==> src/rtl/msj_pwm_pkg.sv <==
// rtl/msj_pwm_pkg.sv - register map and status bit layout for the MSJ PWM bank
package msj_pwm_pkg;

    // Word addresses above the per-channel duty window
    localparam logic [7:0] REG_PERIOD    = 8'h40;
    localparam logic [7:0] REG_CTRL      = 8'h41;
    localparam logic [7:0] REG_STATUS    = 8'h42;
    localparam logic [7:0] REG_ESTOP_CLR = 8'h43;

    // Control register bits
    localparam int CTRL_ENABLE = 0;

    // Status register bits
    localparam int STATUS_ESTOP_LATCH = 0;
    localparam int STATUS_ESTOP_SYNC  = 1;
    localparam int STATUS_REL_ALL     = 2;

endpackage

==> src/rtl/msj_debounce.sv <==
// rtl/msj_debounce.sv - two-flop synchroniser followed by a stable-count debouncer
module msj_debounce #(
    parameter int CYCLES = 50000
) (
    input  logic clk_i,
    input  logic rst_i,
    input  logic din_i,
    output logic dout_o
);

    localparam int CW = (CYCLES > 2) ? $clog2(CYCLES) : 1;

    logic          sync1_q;
    logic          sync2_q;
    logic          dout_q;
    logic [CW-1:0] cnt_q;
    logic [CW-1:0] cnt_d;
    logic          dout_d;

    // Accept the synchronised value once it has disagreed with the output for
    // CYCLES consecutive cycles; any agreement in between restarts the count.
    always_comb begin
        cnt_d  = '0;
        dout_d = dout_q;
        if (sync2_q != dout_q) begin
            if (cnt_q == CW'(CYCLES - 1)) begin
                dout_d = sync2_q;
            end else begin
                cnt_d = cnt_q + 1'b1;
            end
        end
    end

    // Synchroniser chain, stable counter and accepted value
    always_ff @(posedge clk_i) begin
        if (rst_i) begin
            sync1_q <= 1'b0;
            sync2_q <= 1'b0;
            dout_q  <= 1'b0;
            cnt_q   <= '0;
        end else begin
            sync1_q <= din_i;
            sync2_q <= sync1_q;
            dout_q  <= dout_d;
            cnt_q   <= cnt_d;
        end
    end

    assign dout_o = dout_q;

endmodule

==> src/rtl/msj_pwm_bank.sv <==
// rtl/msj_pwm_bank.sv - shadowed multi-channel PWM with debounced buttons and latched e-stop
module msj_pwm_bank
    import msj_pwm_pkg::*;
#(
    parameter int          NUM_CH          = 8,
    parameter int          PWM_WIDTH       = 12,
    parameter int          DEBOUNCE_CYCLES = 50000,
    parameter int unsigned PULL_DUTY       = 2048,
    parameter int unsigned RELEASE_DUTY    = 0
) (
    input  logic              clock,
    input  logic              reset,
    input  logic [7:0]        address,
    input  logic              write,
    input  logic [31:0]       writedata,
    input  logic              read,
    output logic [31:0]       readdata,
    input  logic              emergency_off,
    input  logic              release_all_button,
    input  logic [NUM_CH-1:0] release_buttons,
    input  logic [NUM_CH-1:0] pull_buttons,
    output logic [NUM_CH-1:0] pwm,
    output logic [1:0]        led
);

    logic [PWM_WIDTH-1:0] cnt_q;
    logic [PWM_WIDTH-1:0] cnt_d;
    logic [PWM_WIDTH-1:0] period_stg_q;
    logic [PWM_WIDTH-1:0] period_act_q;
    logic [PWM_WIDTH-1:0] duty_stg_q [NUM_CH];
    logic [PWM_WIDTH-1:0] duty_act_q [NUM_CH];
    logic                 enable_q;
    logic                 estop_q;
    logic                 estop_d;
    logic                 es_sync1_q;
    logic                 es_sync2_q;
    logic                 wrap;
    logic                 estop_clr;
    logic [NUM_CH-1:0]    pull_db;
    logic [NUM_CH-1:0]    rel_db;
    logic                 rel_all_db;
    logic [31:0]          eff_duty [NUM_CH];
    logic [NUM_CH-1:0]    pwm_d;
    logic [NUM_CH-1:0]    pwm_q;
    logic [31:0]          readdata_d;
    logic [31:0]          readdata_q;
    logic                 unused_wdata;

    assign unused_wdata = ^writedata[31:PWM_WIDTH];

    // Per-channel pull/release buttons plus the shared release-all button
    for (genvar i = 0; i < NUM_CH; i++) begin : g_btn
        msj_debounce #(.CYCLES(DEBOUNCE_CYCLES)) u_pull_db (
            .clk_i  (clock),
            .rst_i  (reset),
            .din_i  (pull_buttons[i]),
            .dout_o (pull_db[i])
        );
        msj_debounce #(.CYCLES(DEBOUNCE_CYCLES)) u_rel_db (
            .clk_i  (clock),
            .rst_i  (reset),
            .din_i  (release_buttons[i]),
            .dout_o (rel_db[i])
        );
    end

    msj_debounce #(.CYCLES(DEBOUNCE_CYCLES)) u_rel_all_db (
        .clk_i  (clock),
        .rst_i  (reset),
        .din_i  (release_all_button),
        .dout_o (rel_all_db)
    );

    // Period counter; the wrap cycle is also the shadow-copy cycle. Using >=
    // keeps period_active=0 wrapping every cycle.
    always_comb begin
        wrap  = (cnt_q >= period_act_q);
        cnt_d = wrap ? '0 : cnt_q + 1'b1;
    end

    // E-stop latch: an asserted synchronised input always wins over a clear write
    always_comb begin
        estop_clr = write && (address == REG_ESTOP_CLR) && writedata[0];
        if (es_sync2_q) begin
            estop_d = 1'b1;
        end else if (estop_clr) begin
            estop_d = 1'b0;
        end else begin
            estop_d = estop_q;
        end
    end

    // Effective duty by priority; the synchronised e-stop is folded in so pwm
    // drops on the same edge that sets the latch. Compare at 32 bits because
    // the button duties may exceed the counter width.
    always_comb begin
        for (int i = 0; i < NUM_CH; i++) begin
            eff_duty[i] = 32'(duty_act_q[i]);
            if (estop_q || es_sync2_q || !enable_q) begin
                eff_duty[i] = '0;
            end else if (rel_all_db || rel_db[i]) begin
                eff_duty[i] = RELEASE_DUTY;
            end else if (pull_db[i]) begin
                eff_duty[i] = PULL_DUTY;
            end
            pwm_d[i] = (32'(cnt_q) < eff_duty[i]);
        end
    end

    // Register read mux; idle cycles return zero
    always_comb begin
        readdata_d = '0;
        if (read) begin
            for (int i = 0; i < NUM_CH; i++) begin
                if (address == 8'(i)) begin
                    readdata_d = 32'(duty_stg_q[i]);
                end
            end
            if (address == REG_PERIOD) begin
                readdata_d = 32'(period_stg_q);
            end
            if (address == REG_CTRL) begin
                readdata_d[CTRL_ENABLE] = enable_q;
            end
            if (address == REG_STATUS) begin
                readdata_d[STATUS_ESTOP_LATCH] = estop_q;
                readdata_d[STATUS_ESTOP_SYNC]  = es_sync2_q;
                readdata_d[STATUS_REL_ALL]     = rel_all_db;
            end
        end
    end

    // Counter, staging/active registers, control, e-stop and registered outputs
    always_ff @(posedge clock) begin
        if (reset) begin
            cnt_q        <= '0;
            period_stg_q <= '1;
            period_act_q <= '1;
            enable_q     <= 1'b0;
            estop_q      <= 1'b0;
            es_sync1_q   <= 1'b0;
            es_sync2_q   <= 1'b0;
            pwm_q        <= '0;
            readdata_q   <= '0;
            for (int i = 0; i < NUM_CH; i++) begin
                duty_stg_q[i] <= '0;
                duty_act_q[i] <= '0;
            end
        end else begin
            cnt_q      <= cnt_d;
            es_sync1_q <= emergency_off;
            es_sync2_q <= es_sync1_q;
            estop_q    <= estop_d;
            pwm_q      <= pwm_d;
            readdata_q <= readdata_d;
            if (wrap) begin
                period_act_q <= period_stg_q;
                for (int i = 0; i < NUM_CH; i++) begin
                    duty_act_q[i] <= duty_stg_q[i];
                end
            end
            if (write) begin
                for (int i = 0; i < NUM_CH; i++) begin
                    if (address == 8'(i)) begin
                        duty_stg_q[i] <= writedata[PWM_WIDTH-1:0];
                    end
                end
                if (address == REG_PERIOD) begin
                    period_stg_q <= writedata[PWM_WIDTH-1:0];
                end
                if (address == REG_CTRL) begin
                    enable_q <= writedata[CTRL_ENABLE];
                end
            end
        end
    end

    assign pwm      = pwm_q;
    assign readdata = readdata_q;
    assign led      = {enable_q & ~estop_q, estop_q};

endmodule
==> config.mk <==
export PLATFORM = sky130hd
export DESIGN_NAME = msj_pwm_bank
export DESIGN_NICKNAME = d
export VERILOG_FILES = /design/src/rtl/msj_pwm_pkg.sv /design/src/rtl/msj_debounce.sv /design/src/rtl/msj_pwm_bank.sv
export SDC_FILE = /design/constraint.sdc
export NUM_CORES = 1
export LEC_CHECK = 0
export ABC_CLOCK_PERIOD_IN_PS = 5500
export CAP_MARGIN = 20
export CORE_MARGIN = 5
export CORE_UTILIZATION = 45
export DETAILED_ROUTE_END_ITERATION = 8
export SYNTH_ARGS = -nofsm -noshare
export SYNTH_HDL_FRONTEND = slang
export SYNTH_SLANG_ARGS = --single-unit
==> constraint.sdc <==
create_clock -name clock -period 5.5 [get_ports clock]
set_clock_uncertainty 0.2 [all_clocks]
set_input_delay 0.55 -clock clock [delete_from_list [all_inputs] [get_ports clock]]
set_output_delay 0.55 -clock clock [all_outputs]
set_load 0.05 [all_outputs]
After elaboration in Yosys (flattened, before gate mapping):

Memories as Yosys holds them, arrays and structs flattened.
Cells that the tools add are included.

* add/subtract/negate cells: 18
* magnitude comparators: 9
* equality and inequality tests: 45
* mux-type cells: 90
* bitwise operators: 36
* reductions and logical operators: 54

Operators with widths (count)
* $mux 12: 49
* $add 16x1->16 const B: 17
* $eq 16x16->1 const B: 17
* $lt 12x32->1: 8
* $reduce_or 3->1: 17
* $mux 1: 40
* $reduce_and 2->1: 19
* $eq 8x3->1 const B: 4
* $eq 8x7->1 const B: 4
* $not 1->1: 19
* $ne 1x1->1: 17
* $eq 8x2->1 const B: 2
* $or 1x1->1: 16
* $add 12x1->12 const B: 1
* $ge 12x12->1: 1
* $logic_or 1x1->1: 10
* $reduce_or 10->1: 1
* $eq 8x1->1 const B: 1
* $logic_not 8->1: 1
* $reduce_or 2->1: 2
* $mux 3: 1
* $logic_and 1x1->1: 2
* $reduce_bool 2->1: 1
* $and 1x1->1: 1
* $logic_not 1->1: 1

* register bits: 403
* bits in writable memories: 192
* input port bits: 62
* output and inout bits: 42
* logic and storage cells: 332
* memories: 2

Memories
* duty_act_q: depth 8, width 12, rd ports 8, clocked after Yosys merged registers in 0, write ports 8, line msj_pwm_bank.sv:31 `logic [PWM_WIDTH-1:0] duty_act_q [NUM_CH];`
* duty_stg_q: depth 8, width 12, rd ports 8, clocked after Yosys merged registers in 0, write ports 8, line msj_pwm_bank.sv:30 `logic [PWM_WIDTH-1:0] duty_stg_q [NUM_CH];`

Logic depth before layout (Yosys ltp):

Gate-level depths: netlist of the first run.

* depth after elaboration: 12
* depth in mapped cells: 11

Cells and area by module:

A second synthesis of the first run with hierarchy kept.

* cell total of the unflattened synthesis: 2670
* area total of the unflattened synthesis: 27338.7 µm²

By module, submodules not included
* msj_debounce: times used 17, cells each 87, area an instance 847.1 µm², sequential area each 380.4 µm²
* msj_pwm_bank: times used 1, cells each 1191, area an instance 12938.7 µm², sequential area each 6966.7 µm²

Worst setup path after synthesis of the first run:

No wires, ideal clock.

* path type: register to register
* from: reg cnt_q[7]
* to: mem duty_act_q[0][0] (enable)
* library setup time: 0.908 ns
* data arrival time: 3.420 ns
* path slack: 0.972 ns
* cell stages (with the launch flop): 8
* period minus slack after synthesis: 4.528 ns
* cells stage by stage: dfxtp_1 > ha_1 > a211oi_1 > nand2_1 > a221oi_1 > o21a_1 > buf_2 > nand2b_1

RTL lines
* start, declared: line msj_pwm_bank.sv:26 `logic [PWM_WIDTH-1:0] cnt_q;`
* start signal, assigned: line msj_pwm_bank.sv:150 `cnt_q <= cnt_d;`
* end, declared: line msj_pwm_bank.sv:31

Final worst setup path of the first run:

* from: reg u_rel_all_db.dout_q, in the netlist u_rel_all_db.dout_o
* to: reg pwm_q[0], in the netlist pwm[0]

* longest elaborated chain between the ends: 4

Ends and longest elaborated chain
* start, declared: line msj_debounce.sv:15 `logic dout_q;`
* start signal, assigned: line msj_debounce.sv:44 `dout_q <= dout_d;`
* $logic_or 1x1->1: line msj_pwm_bank.sv:101 `end else if (rel_all_db || rel_db[i]) begin`
* $mux 12: line msj_pwm_bank.sv:101
* $mux 12: line msj_pwm_bank.sv:99 `if (estop_q || es_sync2_q || !enable_q) begin`
* $lt 12x32->1: line msj_pwm_bank.sv:106 `pwm_d[i] = (32'(cnt_q) < eff_duty[i]);`
* end signal, assigned: line msj_pwm_bank.sv:154 `pwm_q <= pwm_d;`
* end, declared: line msj_pwm_bank.sv:44 `logic [NUM_CH-1:0] pwm_q;`

Every way passes these cells.
A chain may end at the register's enable or synchronous reset.

==> metrics.yaml, run 1 <==
yosys:
  ys_ff_latch: 575
  synth_top_family_by_area: "simple AND/OR/NAND/NOR gates"
  ys_seq_area_frac: 0.516
  synth_edf_count: 192
  synth_area_leaders: "dfxtp_1 (29%), edfxtp_1 (22%), nor2_1 (7.0%)"
  yosysTopAreaCell: "dfxtp_1"
  syn_avg_cell_area_um2: 9.88
  synthFlopType: "dfxtp_1"
  yosys.area_share.simple: 0.244
  synthTopCellsByCount: "nor2_1 (483), dfxtp_1 (383), nand2_1 (235), edfxtp_1 (192), xnor2_1 (135)"
  muxShareOfSynthArea: 0.0265
  synthArstFlopShare: 0
  synth_fa_ha_area_frac: 0.0567
  ys_types: 61
  synth_top_area_frac: 0.295
  synth-compound-area-share: 0.0394
  syn_area_um2: 26000
  synthCells: 2634
  yosysMostFrequentCell: "nor2_1"
  synth-xor-area-share: 0.0885
  yosysWarnings: 0
drt:
  via_count: 18400
  wl_per_cell_um: 16.9
  ant_nets: 0
  vias_per_cell: 5.25
  first_pass_iters: 5
  routed_wl_mm: 59.2
  drtIter0Drc: 1415
  post-route-drc-count: 0
placed_design:
  dp_hpwl_mm: 41.2
  gp_congestion: 0.852
  dp_slack_ns: 1.77
  port_buffers: 63
  placed_cells: 3384
setup_path:
  timing.rr.start: "u_rel_all_db.dout_o"
  r2r_slack_ns: 2.00
  critical-path-slowest-cell: "or4b_4"
  path_buf_inv: 0
  reg2reg_depth: 8
  start_kind: "flip-flop"
  path_class: "flip-flop to flip-flop"
  critical_path_required_ns: 5.75
  crit_path_end_kind: "flip-flop"
  rr_endpoint: "pwm[0]"
  crit_family: "simple AND/OR/NAND/NOR gates"
  critPathMaxFanout: 21
  crit_chain: "or4b_4, nor3_2, nand2_1, ha_1, a22oi_1, nand2_1, a211o_1, a2111oi_1"
  crit_top_cell: "nand2_1"
  cp_data_arrival_time_ns: 3.75
  cpPeakStageDelay_ns: 0.71
grt:
  globalRouteTotalUtil: 0.186
  grt_util_met3: 0.0302
  use_met2: 0.297
  overflow: 0
  grt-busiest-layer: "met2"
  met1_usage: 0.262
  grt_pass1_vias: 17900
  grt_max_degree: 130
  antenna_found_initial: 4
  grt_pass1_wl_mm: 95.7
timing:
  slew_viol_final: 0
  final.setup.worst_slack_ns: 2.00
  tns_ns: 0
  finalCritPeriodShare: 0.637
  rsz0062_at_grt: "no"
  hold_viol: 0
  min_period_ns: 3.50
  relSlewSlack: 0.313
  setup_viol: 0
  max_freq_ghz: 0.286
  tightest_slew_ns: 1.03
clock_tree:
  cts_tree: "built"
  post_cts_buffers: 0
  clk_pin_slew_ns: 0.06
  cts-resized-gates: 0
  cts.hold.buffers_added: 0
  cts_sinks: 575
  clkLatencyLatePin_ns: 0.62
  ctsHtreeMaxLevel: 2
  cts_root_buffer: "clkbuf_16"
  cts_made_buffers: 59
  clock_path_buffers: 3
final_layout:
  final_util: 0.512
  drive_above_1_share: 0.0575
  area_growth_pct: 13.0
  fillers: 5167
  fin_cells: 3497
  fin_nets: 2862
power:
  ir_drop_v: 0.000222
  p_per_area_nw_per_um2: 309
  p_leak_uw: 0.0105
worst_hold_path:
  min_to: "g_btn[4].u_pull_db.dout_o"
  hold_path_depth: 2
  holdCritPathClass: "primary input to flip-flop"
  worstHoldStart: "reset"
die:
  start_util: 0.453
  die_h_um: 251
  rows: 88
  die_x_um: 251
  die-area_um2: 62800
  io-pin-count: 104
  core_um2: 57500
run:
  drv_cap: 0
run_status:
  outcome: "finished clean"
[kinds of logic (layout without fill, tap and decap cells)]
| group | Yosys count | in the layout |
|---|---|---|
| AO/OA/AOI/OAI | 161 | 161 |
| XOR/XNOR | 263 | 263 |
| adder cells (fa/ha/maj) | 118 | 118 |
| buffers and inverters | 174 | 252 |
| flip-flops | 575 | 575 |
| multiplexers | 55 | 55 |
| other | 1 | 21 |
| AND/OR/NAND/NOR | 1287 | 1287 |
[state kept, by name, summed over array words and instances (netlist names), 8 cells and up]
register,cells
period_act_q,12
g_btn.u_pull_db.cnt_q,128
readdata,12
g_btn.u_rel_db.sync2_q,8
g_btn.u_pull_db.dout_o,8
duty_stg_q,96
cnt_q,12
g_btn.u_rel_db.sync1_q,8
period_stg_q,12
u_rel_all_db.cnt_q,16
g_btn.u_rel_db.dout_o,8
g_btn.u_rel_db.cnt_q,128
g_btn.u_pull_db.sync1_q,8
pwm,8
g_btn.u_pull_db.sync2_q,8
duty_act_q,96
[power by group]
part           switching (uW)  internal [uW]
clock                    1650           2530
combinational             238            132
sequential               66.2           4490
[area by class of cell]
class / count / area, um^2 / share of cell area
antenna: 1 / 2.50 / 0.0000851
timing repair buffer: 85 / 822 / 0.0280
tap: 765 / 957 / 0.0325
sequential: 575 / 13400 / 0.457
inverter: 57 / 214 / 0.00728
clock inverter: 22 / 290 / 0.00987
clock buffer: 88 / 1760 / 0.0598
multi-input combinational: 1904 / 11900 / 0.406
[layout by cell type, fill, tap and decap left out, types with 15 or more instances in the layout]
cell type / count
a21oi_1: 37
clkdlybuf4s50_1: 60
nor2_1: 483
and4_1: 18
nand3_1: 107
ha_1: 118
nor4_1: 15
nor3b_1: 75
mux2i_1: 42
nand3b_1: 16
nor2b_1: 71
and3_1: 67
o21ai_0: 47
nand2_1: 235
nand2b_1: 25
xnor2_1: 135
inv_1: 57
conb_1: 20
nand4_1: 65
edfxtp_1: 192
dfxtp_1: 383
clkbuf_16: 61
xor2_1: 128
nor3_1: 53
buf_4: 19
[stage by stage]
step                      hold slack, ns  cell area, um^2  total power [uW]
final                              0.214            29400              9100
after global routing               0.220            29400              9420
after CTS                          0.179            29400              9210
after detailed placement           0.225            27300              5010
after floorplan                    0.213            26100              4870
after global placement             0.223            27300              5010
[metal layers]
metal | up-vias | wire length, um
li1 | 9138 | -
met2 | 333 | 27300
met5 | - | 0
met3 | 94 | 2830
met1 | 8795 | 27600
met4 | 0 | 1470
[worst max-delay path by stage]
stage / from / end / slack, ns / cells after the start
after global placement: cnt_q[0] / duty_act_q[1][47] / 1.74 / 8
after detailed placement: cnt_q[0] / duty_act_q[1][47] / 1.77 / 8
after CTS: cnt_q[0] / duty_act_q[1][37] / 1.74 / 8
final: u_rel_all_db.dout_o / pwm[0] / 2.00 / 8
after floorplan: cnt_q[7] / duty_act_q[0][0] / 0.97 / 7
after global routing: cnt_q[0] / duty_act_q[0][17] / 1.79 / 8
Power figures use the tool's default switching activity.
==> run 2, diff against run 1 <==
Settings changed: ABC_CLOCK_PERIOD_IN_PS 5500 to 2900.
Clock period 5.5 ns to 2.9 ns, I/O delays scaled along.
==> metrics.yaml, run 2 (same netlist as run 1, synthesis figures left out) <==
run_status:
  outcome: "finished clean"
timing:
  relSlewSlack: 0.523
  slew_viol_final: 0
  finalCritPeriodShare: 0.999
  hold_viol: 0
  final.setup.worst_slack_ns: 0.00276
  min_period_ns: 2.90
  setup_viol: 0
  tightest_slew_ns: 0.716
  hold_ws_ns: 0.0308
  max_freq_ghz: 0.345
  rsz0062_at_grt: "yes"
grt:
  antenna_found_initial: 0
  globalRouteTotalUtil: 0.187
  grt_max_degree: 90
  grt_pass1_wl_mm: 96.4
  grt_pass1_vias: 18000
  overflow: 0
drt:
  wl_per_cell_um: 17.0
  drtIter0Drc: 1379
  via_count: 18700
  ant_nets: 0
  vias_per_cell: 5.25
  routed_wl_mm: 60.8
  first_pass_iters: 5
  post-route-drc-count: 0
final_layout:
  fin_nets: 2935
  fin_area_um2: 30500
  layout_common_cells: "nor2_1 (483), dfxtp_1 (379), nand2_1 (229)"
  largestRegisters: "g_btn.u_pull_db.cnt_q x128, g_btn.u_rel_db.cnt_q x128"
  area_growth_pct: 17.3
  layout_commonest_cell: "nor2_1"
  antenna_cells: 0
  final_util: 0.531
  drive_above_1_share: 0.0973
setup_path:
  r2r_slack_ns: 0.003
  critical_path_required_ns: 3.23
  cp_data_arrival_time_ns: 3.23
  critPathMaxFanout: 5
  reg2reg_depth: 11
  crit_path_end_kind: "flip-flop"
  start_kind: "flip-flop"
  path_class: "flip-flop to flip-flop"
placed_design:
  port_buffers: 63
  dp_slack_ns: -0.0996
  place_area_um2: 27900
  gp_congestion: 0.857
  dp_hpwl_mm: 43.6
die:
  die_x_um: 251
  core_um2: 57500
  io-pin-count: 104
  die-area_um2: 62800
  rows: 88
  die_h_um: 251
  start_util: 0.453
clock_tree:
  cts_tree: "built"
  cts_made_buffers: 60
  clkLatencyLatePin_ns: 0.63
  clock_path_buffers: 3
  cts_root_buffer: "clkbuf_16"
  ctsHtreeMaxLevel: 2
  cts_sinks: 575
  clk_pin_slew_ns: 0.06
power:
  p_leak_uw: 0.0110
  ir_drop_v: 0.000445
  power.total_uw: 17600
  p_per_area_nw_per_um2: 577
worst_hold_path:
  hold_path_depth: 2
  holdCritPathClass: "primary input to flip-flop"
run:
  drv_cap: 0
run 2: cell count changes in the layout (fill, tap and decap cells not counted), moves of 6 or more:
cell / before / now
ha_4: 0 / 10
clkbuf_1: 14 / 8
ha_1: 118 / 108
buf_6: 0 / 6
buf_12: 1 / 13
clkbuf_8: 14 / 7
a21oi_2: 1 / 7
nand2_1: 235 / 229
a21oi_1: 37 / 31
nor3_4: 0 / 6
dlygate4sd3_1: 0 / 6
buf_4: 19 / 67
run 2: through the flow:
| step | TNS, ns | cells |
|---|---|---|
| after floorplan | -0.0253 | 2653 |
| after global placement | 0 | 3440 |
| after detailed placement | -0.105 | 3440 |
| after CTS | 0 | 3558 |
| after global routing | -0.302 | 3570 |
| final | 0 | 3570 |
run 2: area by class of cell:
| class | instances | area (um^2) |
|---|---|---|
| clock buffer | 74 | 1610 |
| tap | 765 | 957 |
| fill | 5106 | 26900 |
| inverter | 57 | 214 |
| sequential | 575 | 13400 |
| timing repair buffer | 157 | 1550 |
| clock inverter | 38 | 517 |
| multi-input combinational | 1904 | 12300 |
run 2: metal layers:
| layer | vias to the layer above | global-route usage | part of all wire |
|---|---|---|---|
| met2 | 409 | 0.298 | 0.45 |
| li1 | 9302 | - | - |
| met1 | 8902 | 0.263 | 0.47 |
| met3 | 130 | 0.0310 | 0.048 |
| met5 | - | 0 | 0 |
| met4 | 0 | 0.0602 | 0.035 |
run 2: worst paths after layout:
| kind | startpoint | end |
|---|---|---|
| worst max-delay path | u_rel_all_db.dout_o | pwm[4] |
| worst min-delay path | reset | g_btn[2].u_rel_db.dout_o |
| worst max register to register | u_rel_all_db.dout_o | pwm[4] |
| worst min register to register | g_btn[5].u_pull_db.sync1_q | g_btn[5].u_pull_db.sync2_q |
run 2: repair_timing:
action                                  4_1_cts  5_1_grt
endpoints found under the setup margin        3        9
cloned                                        0        2
endpoints found under the hold margin         6        0
pin swaps                                     1       17
gates resized for setup                       4       59
hold buffers                                  6        0
buffers inserted                              0       10
run 2: critical path, stage by stage (launching register included):
cell and delay [ns]:
dfxtp_2 0.32, or4b_4 0.63, buf_6 0.16, nor3_4 0.28
buf_6 0.17, nand2_4 0.05, ha_4 0.15, a22oi_2 0.17
nand2_1 0.11, a21oi_2 0.18, nor4_4 0.06, a2111oi_4 0.33
run 2: power breakdown:
| part | internal, uW | total, uW | switching (uW) |
|---|---|---|---|
| clock | 4950 | 8220 | 3270 |
| combinational | 301 | 768 | 468 |
| sequential | 8510 | 8630 | 122 |
| total | 13800 | 17600 | 3860 |
==> run 3, diff against run 2 <==
Settings changed: GPL_TIMING_DRIVEN set to 0, SKIP_CTS_REPAIR_TIMING set to 1.
==> metrics.yaml, run 3 (same netlist as run 1, synthesis figures left out) <==
power:
  p_seq_frac: 0.481
  sw_frac_of_total: 0.219
  p_per_area_nw_per_um2: 581
  p_leak_uw: 0.0111
  ir_drop_v: 0.000460
  p_switching_uw: 3940
  power.total_uw: 18000
  power_frac_clock: 0.475
  p_int_uw: 14000
  combinationalPowerShare: 0.044
die:
  io-pin-count: 104
  die_x_um: 251
  core_um2: 57500
  start_util: 0.453
  die-area_um2: 62800
  rows: 88
  die_h_um: 251
setup_path:
  critPathMaxFanout: 10
  crit_path_end_kind: "flip-flop"
  cpPeakStageDelay_ns: 0.59
  critical-path-slowest-cell: "or4b_4"
  crit_chain: "or4b_4, buf_12, buf_4, nor3_4, buf_6, nand2_1, ha_1, a21o_1, a211o_1, nor3_1"
  path_buf_inv: 3
  path_class: "flip-flop to flip-flop"
  cp_data_arrival_time_ns: 3.45
  start_kind: "flip-flop"
  crit_family: "simple AND/OR/NAND/NOR gates"
  critical_path_required_ns: 3.21
timing:
  min_period_ns: 3.13
  final.setup.worst_slack_ns: -0.230
  tns_ns: -0.993
  rsz0062_at_grt: "yes"
  tightest_slew_ns: 0.731
  hold_viol: 0
  max_freq_ghz: 0.319
  slew_viol_final: 0
  relSlewSlack: 0.509
  finalCritPeriodShare: 1.08
  setup_viol: 7
  hold_ws_ns: 0.0593
clock_tree:
  clock_path_buffers: 3
  cts_made_buffers: 61
  cts_root_buffer: "clkbuf_16"
  cts_tree: "built"
  clkLatencyLatePin_ns: 0.64
  ctsHtreeMaxLevel: 2
  clk_pin_slew_ns: 0.06
  cts_sinks: 575
run_status:
  failed_checks: "negative setup slack"
  outcome: "finished with violations"
drt:
  routed_wl_mm: 64.8
  wl_per_cell_um: 17.8
  first_pass_iters: 6
  drtIter0Drc: 1635
  post-route-drc-count: 0
  via_count: 19200
  vias_per_cell: 5.27
  ant_nets: 0
placed_design:
  port_buffers: 62
  dp_hpwl_mm: 46.5
  gp_congestion: 0.934
  place_area_um2: 27700
grt:
  overflow: 0
  grt_max_degree: 57
  antenna_found_initial: 0
  globalRouteTotalUtil: 0.198
  grt_pass1_wl_mm: 101
  grt_pass1_vias: 18700
final_layout:
  fillers: 5064
  area_growth_pct: 18.9
  layout_commonest_cell: "nor2_1"
  fin_nets: 2997
  multiInputGateArea_um2: 12500
  largestRegisters: "g_btn.u_pull_db.cnt_q x128, g_btn.u_rel_db.cnt_q x128"
  final_util: 0.538
  seqCellArea_um2: 13500
  layout_common_cells: "nor2_1 (483), dfxtp_1 (369), nand2_1 (222)"
  fin_area_um2: 30900
  drive_above_1_share: 0.112
worst_hold_path:
  holdCritPathClass: "primary input to flip-flop"
run:
  drv_cap: 0
## run 3: final timing paths
check | depth (start not counted) | slack (ns) | to | from
worst max-delay path | 10 | -0.23 | pwm[2] | estop_q
worst min-delay path | 3 | 0.06 | period_stg_q[2] | writedata[2]
worst max register to register | 10 | -0.23 | pwm[2] | estop_q
worst min register to register | 1 | 0.24 | g_btn[5].u_pull_db.sync2_q | g_btn[5].u_pull_db.sync1_q
## run 3: metrics by stage
step | setup slack, ns | std cells
final | -0.230 | 3635
after global routing | -0.279 | 3634
after CTS | -1.00 | 3597
after detailed placement | -1.64 | 3482
after global placement | -1.61 | 3480
after floorplan | -0.0160 | 2653
## run 3: layout make-up
class / instances / area share
sequential: 575 / 0.435
multi-input combinational: 1906 / 0.404
clock buffer: 80 / 0.0579
tap: 765 / 0.0309
timing repair buffer: 99 / 0.0304
buffer: 117 / 0.0193
clock inverter: 35 / 0.0148
inverter: 57 / 0.00691
antenna: 1 / 0.0000809
## run 3: power by group through the flow
stage               Clock [uW]  Sequential (uW)  Combinational, uW
CTS                       8720             8640                762
floorplan                    0             8780                445
global placement             0             8810                744
finish                    8540             8640                791
global route              9080             8650                848
detailed placement           0             8810                758
## run 3: per-layer routing
layer | track usage | vias to the layer above | wire, um
li1 | - | 9439 | -
met1 | 0.265 | 9170 | 28900
met2 | 0.334 | 439 | 30400
met3 | 0.0266 | 116 | 3170
met4 | 0.0675 | 0 | 2270
met5 | 0 | - | 0
## run 3: worst register-to-register path: stages, from the launching register on
cell and delay [ns]:
dfxtp_4 0.35, or4b_4 0.59, buf_12 0.17, buf_4 0.14
nor3_4 0.24, buf_6 0.18, nand2_1 0.07, ha_1 0.31
a21o_1 0.19, a211o_1 0.30, nor3_1 0.27
